File: src/rtl/herald_result_reader.sv
// herald_result_reader: fetches one accelerator result word and streams it to the host byte by byte
module herald_result_reader #(
  parameter int RESULT_W = 32
) (
  input  logic                clk,
  input  logic                rst_n,
  input  logic                ena,
  input  logic                rdy_get,
  input  logic [RESULT_W-1:0] get_data,
  output logic                en_get,
  input  logic                msb_first,
  output logic [7:0]          byte_out,
  output logic                byte_valid,
  input  logic                byte_ack,
  output logic                frame_start,
  output logic                busy,
  output logic [7:0]          frame_cnt,
  output logic                aborted
);
  localparam int NBYTES = RESULT_W / 8;
  localparam int CW = NBYTES > 1 ? $clog2(NBYTES) : 1;
  localparam logic [CW-1:0] LAST = CW'(NBYTES - 1);

  typedef enum logic {IDLE, SEND} state_t;

  state_t              r_state;
  logic [RESULT_W-1:0] r_shift;
  logic [CW-1:0]       r_cnt;
  logic [7:0]          r_byte_out;
  logic                r_byte_valid;
  logic                r_frame_start;
  logic                r_busy;
  logic [7:0]          r_frame_cnt;
  logic                r_aborted;
  logic [RESULT_W-1:0] w_rev;
  logic [RESULT_W-1:0] w_ord;
  logic [RESULT_W-1:0] w_next;

  assign en_get      = (r_state == IDLE) & ena & rdy_get;
  assign byte_out    = r_byte_out;
  assign byte_valid  = r_byte_valid;
  assign frame_start = r_frame_start;
  assign busy        = r_busy;
  assign frame_cnt   = r_frame_cnt;
  assign aborted     = r_aborted;
  assign w_ord       = msb_first ? w_rev : get_data;
  assign w_next      = r_shift >> 8;

  // Byte-reverse the incoming word so the shift register always streams from its low byte
  always_comb begin
    w_rev = '0;
    for (int i = 0; i < NBYTES; i++) w_rev[8*i +: 8] = get_data[RESULT_W-8-8*i +: 8];
  end

  // Two-state fetch/send FSM with registered outputs; abort wins over a final ack
  always_ff @(posedge clk or negedge rst_n) begin
    if (!rst_n) begin
      r_state       <= IDLE;
      r_shift       <= '0;
      r_cnt         <= '0;
      r_byte_out    <= 8'h00;
      r_byte_valid  <= 1'b0;
      r_frame_start <= 1'b0;
      r_busy        <= 1'b0;
      r_frame_cnt   <= 8'h00;
      r_aborted     <= 1'b0;
    end else begin
      r_aborted <= 1'b0;
      if (r_state == IDLE) begin
        if (en_get) begin
          r_state       <= SEND;
          r_shift       <= w_ord;
          r_cnt         <= '0;
          r_byte_out    <= w_ord[7:0];
          r_byte_valid  <= 1'b1;
          r_frame_start <= 1'b1;
          r_busy        <= 1'b1;
        end
      end else if (!ena || (byte_ack && r_cnt == LAST)) begin
        r_state       <= IDLE;
        r_shift       <= '0;
        r_cnt         <= '0;
        r_byte_out    <= 8'h00;
        r_byte_valid  <= 1'b0;
        r_frame_start <= 1'b0;
        r_busy        <= 1'b0;
        r_aborted     <= !ena;
        if (ena) r_frame_cnt <= r_frame_cnt + 8'd1;
      end else if (byte_ack) begin
        r_shift       <= w_next;
        r_cnt         <= r_cnt + 1'b1;
        r_byte_out    <= w_next[7:0];
        r_frame_start <= 1'b0;
      end
    end
  end
endmodule

File: config.mk
export PLATFORM = sky130hd
export DESIGN_NAME = herald_result_reader
export DESIGN_NICKNAME = d
export VERILOG_FILES = /design/src/rtl/herald_result_reader.sv
export SDC_FILE = /design/constraint.sdc
export NUM_CORES = 1
export LEC_CHECK = 0
export ABC_AREA = 0
export CORE_ASPECT_RATIO = 1.5
export CORE_MARGIN = 2
export CORE_UTILIZATION = 30
export DETAILED_ROUTE_END_ITERATION = 12
export RECOVER_POWER = 50
export SLEW_MARGIN = 25
export SYNTH_ARGS = -nofsm -noshare
export SYNTH_HDL_FRONTEND = slang
export SYNTH_SLANG_ARGS = --single-unit
File: constraint.sdc
create_clock -name clk -period 2.05 [get_ports clk]
set_clock_uncertainty 0.2 [all_clocks]
set_input_delay 0.615 -clock clk [delete_from_list [all_inputs] [get_ports clk]]
set_output_delay 0.615 -clock clk [all_outputs]
set_load 0.01 [all_outputs]
After elaboration in Yosys (flattened, before gate mapping)
Index checks and enable logic that the tools add are counted.
- add/subtract/negate cells: 2
- equality and inequality tests: 3
- multiplexer cells: 24
- bitwise gates (word level): 3
- reductions and logical operators: 7
- operators by type and width (cell ; count):
    32-bit two-way mux ; 5
    8-bit two-way mux ; 4
    1-bit two-way mux ; 11
    8-bit by 1-bit adder with 8-bit output (second input constant) ; 1
    2-bit two-way mux ; 4
    2-bit AND reduction ; 2
    3-bit by 2-bit inequality test with 1-bit output (second input constant) ; 1
    3-bit AND reduction ; 1
    2-bit by 1-bit adder with 2-bit output (second input constant) ; 1
    1-bit AND ; 2
    2-bit equality test (second input constant) ; 1
    2-bit by 1-bit inequality test with 1-bit output (second input constant) ; 1
    2-bit nonzero test ; 1
    1-bit logical AND ; 1
    1-bit zero test ; 1
    1-bit logical OR ; 1
    1-bit NOT ; 1
- register bits: 54
- input port bits: 38
- output and inout port bits: 21
- logic and storage cells: 47

Logic depth before layout (Yosys ltp)
- word-level depth: 5
- gate-level depth with buffers: 6
- gate-level depth less buffers: 4

Least setup slack after synthesis
No wires, ideal clock.
- path kind: input port to flip-flop
- start point: in ena
- end point: reg r_shift[2]
- library setup time: 0.125 ns
- data arrival time: 1.565 ns
- data required time: 1.725 ns
- path slack: 0.160 ns
- stages on the path: 5
- buffers on the path: 2
- cell sequence: buf_6 > nor2b_4 > a21oi_4 > buf_6 > mux2_4
- cells in the longest elaborated chain, start to end: 4
- elaborated cells on any way between the ends: 9
- classes of those cells: 1 x eq/ne; 2 x mux; 2 x bitwise; 4 x reduce/logical
- ends and longest elaborated chain (item ; line ; RTL):
    start, declared ; 7 ; input logic ena,
    1-bit AND / 1-bit zero test (equally long branches) ; 39, 79 ;
    1-bit AND / 1-bit logical OR (equally long branches) ; 39, 79 ;
    2-bit nonzero test (no line), or another cell as far along ; -- ;
    2-bit AND reduction (no line) / 32-bit two-way mux (equally long branches) ; -- ;
    end signal, assigned ; 72 ; r_shift <= w_ord;
    end signal, assigned ; 90 ; r_shift <= w_next;
    end, declared ; 27 ; logic [RESULT_W-1:0] r_shift;
Parallel ways exist; a longest one is shown, timed or not.
A chain may end at the register's enable or synchronous reset.

Worst setup path in the final report
- start point: reg r_frame_cnt[3], in the netlist frame_cnt[3]
- end point: out frame_cnt[3]
- RTL lines (item ; line ; RTL):
    start, declared ; 33 ; logic [7:0] r_frame_cnt;
    start signal, assigned ; 88 ; if (ena) r_frame_cnt <= r_frame_cnt + 8'd1;
    end, declared ; 17 ; output logic [7:0] frame_cnt,
No word-level cell between the ends.

==> flow_metrics.py <==
metrics = {
    "placement": {
        "dp_worst_setup_slack_ns": -0.5558,
        "place_area_mm2": 0.003357,
        "gp_congestion": 0.7172,
        "hpwl_um": 4136,
        "io_buffers": 58,
        "placedCellCount": 392,
    },
    "cts": {
        "clk_pin_slew_ns": 0.06,
        "cts_num_sinks": 46,
        "clk_latency_ns": 0.28,
        "root_buffer": "clkbuf_16",
        "clock_tree.buffer_depth": 2,
        "cts_tree": "done",
        "cts_made_buffers": 5,
        "h-tree-depth": 2,
    },
    "routing": {
        "viasPerCell": 4.871,
        "wirelength_um": 6088,
        "ant_nets": 0,
        "drt-pass1-iter-count": 4,
        "wl_per_cell_um": 15.11,
        "drc": 0,
        "drt_first_iter_violations": 84,
        "vias": 1963,
    },
    "sta": {
        "setup_viol": 0,
        "finalCritPeriodShare": 0.9862,
        "final_max_slew_viol_count": 0,
        "grt_setup_unrepaired": "no",
        "setup_ws_ns": 0.02825,
        "timing.slew.headroom": 0.5297,
        "timing.hold.ws_ns": 0.1538,
        "clock.fmax_mhz": 494.6,
        "tightest_slew_ns": 0.7054,
        "fin_crit_ns": 2.022,
        "final-hold-violation-count": 0,
    },
    "power_and_ir_drop": {
        "seq_power_share": 0.409,
        "combPwrFrac": 0.269,
        "p_sw_uw": 738.2,
        "powerDensity_mw_per_mm2": 793.7,
        "p_sw_frac": 0.2644,
        "ir_worst_vdd_mv": 0.3509,
        "p_leak_uw": 0.001692,
        "p_total_uw": 2792,
        "p_clk_frac": 0.322,
        "p_int_uw": 2053,
    },
    "synth": {
        "synth_flop_cell": "dfrtp_1",
        "ys_seq_elements": 46,
        "avgSynthCellArea_um2": 11.49,
        "synth_top_cell_by_area": "dfrtp_1",
        "synth.area.top_cells": "dfrtp_1 43%, mux2i_1 18%, o32a_1 6.0%",
        "yosys_warnings": 0,
        "synth_commonest_cells": "48 x mux2i_1, 46 x dfrtp_1, 24 x inv_1",
        "synthArstFlopShare": 1.000,
        "synth_most_common_cell": "mux2i_1",
        "synth_area_mm2": 0.002655,
        "synth.top_cell.area_share": 0.4336,
        "yosysUniqueCellTypes": 30,
        "synth_edf_count": 0,
        "synth_nets": 271,
        "syn_inst": 231,
        "synth-seq-area-share": 0.4336,
    },
    "final_layout": {
        "fillerInstances": 883,
        "design_area_mm2": 0.003517,
        "stdcell_count": 403,
        "area_growth_pct": 32.47,
        "nets": 332,
        "drive_above_1_share": 0.1570,
        "antenna-diode-count": 0,
    },
    "worst_setup_path": {
        "cp_data_required_time_ns": 1.23,
        "critPathMaxFanout": 2,
        "max_stage_delay_ns": 0.55,
        "path_class": "reg -> out",
        "cp.arrival_ns": 1.21,
        "path_cells": "clkdlybuf4s50_1",
        "cp_top_family": "buffers and inverters",
        "slowest_stage": "clkdlybuf4s50_1",
        "cp-end-kind": "primary output",
        "path_buf_inv": 1,
        "worst_setup_path_start_kind": "register",
    },
    "global_routing": {
        "antenna_found_initial": 0,
        "grt_overflow_total": 0,
        "grt_pass1_vias": 2088,
        "grt_max_degree": 41,
        "grt_usage": 0.1341,
        "grt_first_pass_wirelength_um": 10040,
    },
    "die": {
        "die_w_um": 80.81,
        "die_y_um": 119.2,
        "io_pins": 59,
        "initial_core_util": 0.3044,
        "dieArea_mm2": 0.009634,
        "core-area_mm2": 0.008723,
        "fp-row-count": 42,
    },
    "hold_path": {
        "hold_path.class": "in -> async",
    },
    "run": {
        "max-cap-violations": 0,
    },
    "run_status": {
        "outcome": "finished, final reports clean",
    },
}
registers in the layout, summed over array words and instances, names as in the netlist:
name and flops:
aborted 1, frame_start 1, r_shift 32, r_state 1, r_cnt 2, frame_cnt 8
busy 1
stage by stage:
stage	setup TNS, ns	utilization
floorplan	0	-
global placement	-10.15	0.3848
detailed placement	-11.31	0.3848
CTS	0	0.4036
global route	0	0.4032
finish	0	0.4032
power groups by stage:
stage	Combinational (µW)	Sequential, µW	Clock (µW)
final	750	1140	899
after global routing	826	1160	950
after CTS	777	1140	920
after detailed placement	783	1160	0
after global placement	766	1160	0
after floorplan	510	1150	0
layout by cell type, fill, tap and decap left out, drive strengths merged:
| master | n |
|---|---|
| mux2i | 48 |
| xnor2 | 6 |
| a21oi | 4 |
| dfrtp | 46 |
| nor2b | 2 |
| buf | 23 |
| nand4 | 4 |
| dlymetal6s2s | 4 |
| o21ai | 9 |
| xor2 | 1 |
| nor3b | 1 |
| inv | 24 |
| dlygate4sd2 | 7 |
| clkdlybuf4s25 | 3 |
| and2 | 2 |
| o32ai | 8 |
| ha | 2 |
| and3 | 2 |
| nand2 | 6 |
| bufinv | 1 |
| nor2 | 1 |
| clkbuf | 10 |
| mux2 | 11 |
| o22ai | 2 |
| clkdlybuf4s50 | 40 |
| nor3 | 1 |
| and4 | 1 |
| o32a | 16 |
| or3 | 8 |
worst paths after layout:
| check | start | endpoint | slack (ns) | cells past startpoint |
|---|---|---|---|---|
| setup / recovery | frame_cnt[3] | frame_cnt[3] | 0.03 | 1 |
| hold / removal | rst_n | frame_cnt[4] | 0.15 | 1 |
| setup reg to reg | r_cnt[0] | r_shift[6] | 0.16 | 4 |
| hold reg to reg | frame_cnt[7] | frame_cnt[7] | 0.27 | 1 |
| max in group asynchronous | rst_n | r_shift[14] | 0.49 | 2 |
| min in group clk | frame_cnt[7] | frame_cnt[7] | 0.27 | 1 |
cell families after synthesis:
family / count (synthesis) / share of synthesized area
muxes: 59 / 0.2361
buffers and inverters: 51 / 0.1117
DFF: 46 / 0.4336
AOI/OAI and AO/OA: 39 / 0.1216
and+or+nand+nor: 27 / 0.06456
xor gates and xnor gates: 7 / 0.02309
adders and majority gates: 2 / 0.009424
timing repair:
action                                  in CTS  in global routing
hold endpoints to repair                     0                  0
resized for setup                           11                  8
pin swaps                                    0                  1
cloned                                       0                  1
setup buffers                                2                  0
endpoints found under the setup margin      17                 13
hold buffers                                 0                  0
layout make-up:
cell class,instances,area [µm²],area share
clock inverters,1,30.03,0.008538
clock buffers,7,132.6,0.03771
well taps,110,137.6,0.03913
flip-flops and latches,46,1151,0.3273
inverters,24,90.09,0.02561
multi-input cells,135,1214,0.3451
repair buffers,80,762.0,0.2166
layer usage:
| metal | routed length, µm | share of wire | vias up | global-route usage |
|---|---|---|---|---|
| met3 | 223 | 0.037 | 7 | 0.02045 |
| met2 | 3063 | 0.50 | 39 | 0.2242 |
| li1 | - | - | 944 | - |
| met5 | 0 | 0 | - | 0 |
| met1 | 2695 | 0.44 | 973 | 0.1715 |
| met4 | 106 | 0.017 | 0 | 0.05085 |
(Power assumes the default switching activity.)
